## src/rtl/wb_drain_if.sv

```systemverilog
// rtl/wb_drain_if.sv - write-buffer read side and downstream beat stream of the drain engine
interface wb_drain_if #(
   parameter int LINE_W = 512,
   parameter int BEAT_W = 128
);
   logic              enable_i;
   logic              aempty_i;
   logic              rden_o;
   logic [LINE_W-1:0] rdata_i;
   logic              wvalid_o;
   logic              wready_i;
   logic [BEAT_W-1:0] wdata_o;
   logic              wlast_o;
   logic              busy_o;
   logic [15:0]       lines_o;

   modport slave (
      input  enable_i, aempty_i, rdata_i, wready_i,
      output rden_o, wvalid_o, wdata_o, wlast_o, busy_o, lines_o
   );

   modport master (
      output enable_i, aempty_i, rdata_i, wready_i,
      input  rden_o, wvalid_o, wdata_o, wlast_o, busy_o, lines_o
   );
endinterface

```

## src/rtl/wb_drain.sv

```systemverilog
// rtl/wb_drain.sv - pops one line from the write buffer and streams it downstream as NBEATS beats
module wb_drain #(
   parameter int LINE_W = 512,
   parameter int BEAT_W = 128
) (
   input  logic      clk,
   input  logic      rst,
   wb_drain_if.slave bus
);
   localparam int NBEATS = LINE_W / BEAT_W;
   localparam int BCW    = (NBEATS > 1) ? $clog2(NBEATS) : 1;
   localparam logic [BCW-1:0] LAST_BEAT = BCW'(NBEATS - 1);

   localparam logic [1:0] IDLE  = 2'd0;
   localparam logic [1:0] FETCH = 2'd1;
   localparam logic [1:0] LOAD  = 2'd2;
   localparam logic [1:0] SEND  = 2'd3;

   logic [1:0]        state_q;
   logic [BCW-1:0]    beat_q;
   logic [LINE_W-1:0] line_q;
   logic [15:0]       lines_q;

   logic start_ok;
   logic in_send;
   logic at_last;
   logic xfer;

   assign start_ok = bus.enable_i && !bus.aempty_i;
   assign in_send  = (state_q == SEND);
   assign at_last  = (beat_q == LAST_BEAT);
   assign xfer     = in_send && bus.wready_i;

   // aempty_i/enable_i only matter in IDLE and on the last-beat transfer
   always_ff @(posedge clk or posedge rst) begin
      if (rst) begin
         state_q <= IDLE;
         beat_q  <= '0;
         line_q  <= '0;
         lines_q <= '0;
      end else begin
         case (state_q)
            IDLE: begin
               if (start_ok)
                  state_q <= FETCH;
            end
            FETCH: begin
               state_q <= LOAD;
            end
            LOAD: begin
               line_q  <= bus.rdata_i;
               beat_q  <= '0;
               state_q <= SEND;
            end
            SEND: begin
               if (xfer) begin
                  if (at_last) begin
                     lines_q <= lines_q + 16'd1;
                     state_q <= start_ok ? FETCH : IDLE;
                  end else begin
                     beat_q <= beat_q + 1'b1;
                  end
               end
            end
            default: state_q <= IDLE;
         endcase
      end
   end

   assign bus.rden_o   = (state_q == FETCH);
   assign bus.wvalid_o = in_send;
   assign bus.wlast_o  = in_send && at_last;
   assign bus.wdata_o  = line_q[int'(beat_q)*BEAT_W +: BEAT_W];
   assign bus.busy_o   = (state_q != IDLE);
   assign bus.lines_o  = lines_q;
endmodule

```

## src/flat_wrapper.sv

```systemverilog
// flat-port wrapper written by rule: the top's interface ports become plain ports
module wb_drain_flat 
#(
   parameter int LINE_W = 512,
   parameter int BEAT_W = 128
)
  (clk, rst, bus_enable_i, bus_aempty_i, bus_rdata_i, bus_wready_i, bus_rden_o, bus_wvalid_o, bus_wdata_o, bus_wlast_o, bus_busy_o, bus_lines_o);
  wb_drain_if #(.LINE_W(LINE_W), .BEAT_W(BEAT_W)) bus_i ();
  input  logic clk;
  input  logic rst;
  input wire logic [$bits(bus_i.enable_i)-1:0] bus_enable_i;
  input wire logic [$bits(bus_i.aempty_i)-1:0] bus_aempty_i;
  input wire logic [$bits(bus_i.rdata_i)-1:0] bus_rdata_i;
  input wire logic [$bits(bus_i.wready_i)-1:0] bus_wready_i;
  output wire logic [$bits(bus_i.rden_o)-1:0] bus_rden_o;
  output wire logic [$bits(bus_i.wvalid_o)-1:0] bus_wvalid_o;
  output wire logic [$bits(bus_i.wdata_o)-1:0] bus_wdata_o;
  output wire logic [$bits(bus_i.wlast_o)-1:0] bus_wlast_o;
  output wire logic [$bits(bus_i.busy_o)-1:0] bus_busy_o;
  output wire logic [$bits(bus_i.lines_o)-1:0] bus_lines_o;
  assign bus_i.enable_i = bus_enable_i;
  assign bus_i.aempty_i = bus_aempty_i;
  assign bus_i.rdata_i = bus_rdata_i;
  assign bus_i.wready_i = bus_wready_i;
  assign bus_rden_o = bus_i.rden_o;
  assign bus_wvalid_o = bus_i.wvalid_o;
  assign bus_wdata_o = bus_i.wdata_o;
  assign bus_wlast_o = bus_i.wlast_o;
  assign bus_busy_o = bus_i.busy_o;
  assign bus_lines_o = bus_i.lines_o;
  wb_drain #(.LINE_W(LINE_W), .BEAT_W(BEAT_W)) u_core (.clk(clk), .rst(rst), .bus(bus_i));
endmodule
```

## config.mk

```make
export PLATFORM = sky130hd
export DESIGN_NAME = wb_drain_flat
export DESIGN_NICKNAME = d
export VERILOG_FILES = /design/src/rtl/wb_drain_if.sv /design/src/rtl/wb_drain.sv /design/src/flat_wrapper.sv
export SDC_FILE = /design/constraint.sdc
export NUM_CORES = 1
export LEC_CHECK = 0
export BUFFER_PORTS_ARGS = -buffer_cell sky130_fd_sc_hd__buf_2
export CORE_AREA = 2 2 261 263
export DETAILED_ROUTE_END_ITERATION = 7
export DIE_AREA = 0 0 263 265
export GPL_TIMING_DRIVEN = 0
export HOLD_SLACK_MARGIN = 0.12
export SYNTH_ARGS = -nofsm -noshare
export SYNTH_HDL_FRONTEND = slang
export SYNTH_SLANG_ARGS = --single-unit
```

## constraint.sdc

```tcl
create_clock -name clk -period 17.5 [get_ports clk]
set_input_delay 1.75 -clock clk [delete_from_list [all_inputs] [get_ports clk]]
set_output_delay 1.75 -clock clk [all_outputs]
set_load 0.01 [all_outputs]
```

==> flow_summary_export.csv <==
group,metric,value,unit
route,antenna_left,0,
clock_network,cts_hold_buffers,0,
floorplan,start_util,34.6,%
synthesis,synth_area_leader_cell,"dfrtp_1",
synthesis,syn-num-nets,1858,
synthesis,synth_area_per_cell,17.3,um2
clock_network,cts_resized,0,
clock_network,htree_levels,2,
timing,hold_ws,0.472,ns
critical_path,crit_top_cell,"buf_2",
synthesis,yosys.area.top_type_share,57.6,%
clock_network,clock_latency,0.62,ns
critical_path,cp_num_buf_inv,4,
global_route,grt_pass1_wl,117000,um
floorplan,pin_count,665,
global_route,grt-ovfl-total,0,
critical_path,critPathMaxFanout,10,
timing,min_period_over_period,25.0,%
floorplan,die_height,265,um
route,finalWirelength,81000,um
synthesis,syn_area,23100,um2
synthesis,yosys_warnings,0,
clock_network,cts_root_buffer,"clkbuf_16",
clock_network,cts.path.max_buffers,3,
synthesis,yosys-top-cells-count,"dfrtp_1, mux2_2, mux4_2, buf_2, buf_4",
flow_run,cap_violations,0,
synthesis,synth_edf_count,0,
synthesis,synth_cell_types,31,
floorplan,dieArea,69700,um2
timing,worst_slew_pin_slew,0.731,ns
critical_path,cp_slowest_cell,"buf_2",
timing,slew_headroom,51.2,%
critical_path,path_cells,"clkbuf_2 -> buf_2 -> buf_2 -> mux4_2 -> buf_2",
critical_path,startpoint_type,"flip-flop",
synthesis,syn_inst,1333,
critical_path,cp_top_family,"buffers and inverters",
timing,grt_setup_unrepaired,"no",
layout,drive_gt1_share,71.2,%
critical_path,endpoint_kind,"output port",
floorplan,core_area,66800,um2
critical_path,crit_required,15.75,ns
timing,max_freq,229,MHz
synthesis,yosys.cell_count.top_type,"dfrtp_1",
synthesis,ys_seq_elements,532,
route,vias_per_cell,5.01,
timing,setup-tns-final,0,ns
critical_path,critPathArrivalTime,2.62,ns
route,avgRoutedWirePerCell,26.8,um
power_and_ir_drop,p_leak,13.2,nW
global_route,grt_pass1_vias,17000,
synthesis,synthTopCellsByArea,"dfrtp_1, mux2_2, mux4_2, buf_2, buf_12",
route,drt_iter0_markers,736,
clock_network,cts.clk_slew.worst_paths,0.06,ns
layout,post-route-util,44.5,%
route,drc,0,
critical_path,max_stage_delay,0.55,ns
global_route,grt_max_degree,127,
layout,syn_to_final_growth,28.7,%
placement,globalplace.congestion,0.877,
route,vias,15200,
clock_network,postCtsSetupBuffers,0,
global_route,grt.total_usage,23.1,%
clock_network,tritoncts,"yes",
outcome,status,"complete, no violations",
synthesis,synth_flop_cell,"dfrtp_1",
global_route,antenna_found_initial,60,
floorplan,placementRows,95,
route,drtPass1Iterations,5,
timing,maxSlewViolCount,0,
placement,portBuffers,664,
power_and_ir_drop,p_per_area,203,nW/um2
placement,dp_hpwl,59900,um
timing,setup_slack,13.13,ns
clock_network,clkSinkCount,532,
timing,finalClockSkew,0.0204,ns
worst_hold_path,hp-class,"reg -> reg",
layout,nets,2587,
power_and_ir_drop,ir_drop,113,uV
timing,post-route-min-period,4.37,ns
synthesis,synthArstFlopShare,100,%
synthesis,yosysSeqAreaShare,57.6,%
timing,hold_viol_final,0,
clock_network,cts_buffers,59,
critical_path,path_class,"reg -> out",
timing,setup_viol,0,
floorplan,die_w,263,um
placement,place_ws,13.66,ns
[final cells by class]
type	count	area, um2
Multi-Input combinational cell	709	9180
Antenna cell	44	110
Buffer	87	602
Inverter	5	26.3
Timing Repair Buffer	668	3430
Tap cell	873	1090
Clock buffer	84	1730
Sequential cell	532	13300
Fill cell	6124	37100
Clock inverter	26	265
[registers in the layout (all words and copies together) (netlist names)]
signal	count
u_core.beat_q	2
u_core.bus.lines_o	16
u_core.state_q	2
u_core.line_q	512
[routing by layer]
layer  wire length, um  vias to the layer above  track usage [%]
met5               275                        -                0
met4              2390                       42             8.43
met3              7780                      180             9.04
met2             40200                      611             39.2
met1             30400                     7830             26.5
li1                  -                     6504                -
[worst reg2reg max path, stage by stage (launching register included)]
cell and delay [ns]:
dfrtp_1 0.44, inv_1 0.17, ha_1 0.16, buf_2 0.24, buf_2 0.48, buf_2 0.49
mux2_2 0.40
[power breakdown]
group / internal (W) / total, W / leakage, nW / switching (W)
Sequential: 0.00186 / 0.00219 / 6.24 / 0.000332
Clock: 0.000747 / 0.00127 / 0.980 / 0.000527
Combinational: 0.00139 / 0.00258 / 5.96 / 0.00119
[worst paths after layout]
kind,from,end,slack (ns),depth (start not counted)
max reg2reg,u_core.state_q[0],u_core.line_q[103],15.01,6
min,u_core.bus.lines_o[15],u_core.bus.lines_o[15],0.47,1
min in group asynchronous,rst,u_core.line_q[242],1.17,2
max in group asynchronous,rst,u_core.line_q[46],14.75,4
max,u_core.beat_q[1],bus_wdata_o[45],13.13,5
min reg2reg,u_core.bus.lines_o[15],u_core.bus.lines_o[15],0.47,1
[cell families after synthesis]
| kind of cell | count (synthesis) | synth area share [%] |
|---|---|---|
| simple gates | 36 | 0.893 |
| xor+xnor | 15 | 0.569 |
| buf+inv | 92 | 2.69 |
| mux | 643 | 37.6 |
| fa+ha+maj | 8 | 0.433 |
| flops | 532 | 57.6 |
| compound gates | 7 | 0.227 |
[cells in the final DEF (no fill, tap or decap), types with 12 or more instances in the layout]
cell | netlist | routed
xnor2_1 | 12 | 12
clkbuf_16 | 0 | 60
clkinv_2 | 0 | 13
dfrtp_1 | 532 | 532
mux4_2 | 128 | 128
buf_2 | 60 | 724
nand2_1 | 12 | 12
diode_2 | 0 | 44
clkbuf_8 | 0 | 14
buf_4 | 14 | 14
mux2_2 | 513 | 513
[through the flow]
step / power (W) / area [um2] / instances
after floorplan: 0.00384 / 23100 / 1333
after global placement: 0.00474 / 27500 / 2870
after detailed placement: 0.00482 / 27600 / 2874
after CTS: 0.00612 / 29600 / 2984
after global routing: 0.00637 / 29700 / 3008
final: 0.00605 / 29700 / 3028
No activity file was read; power rests on OpenSTA's default activity.
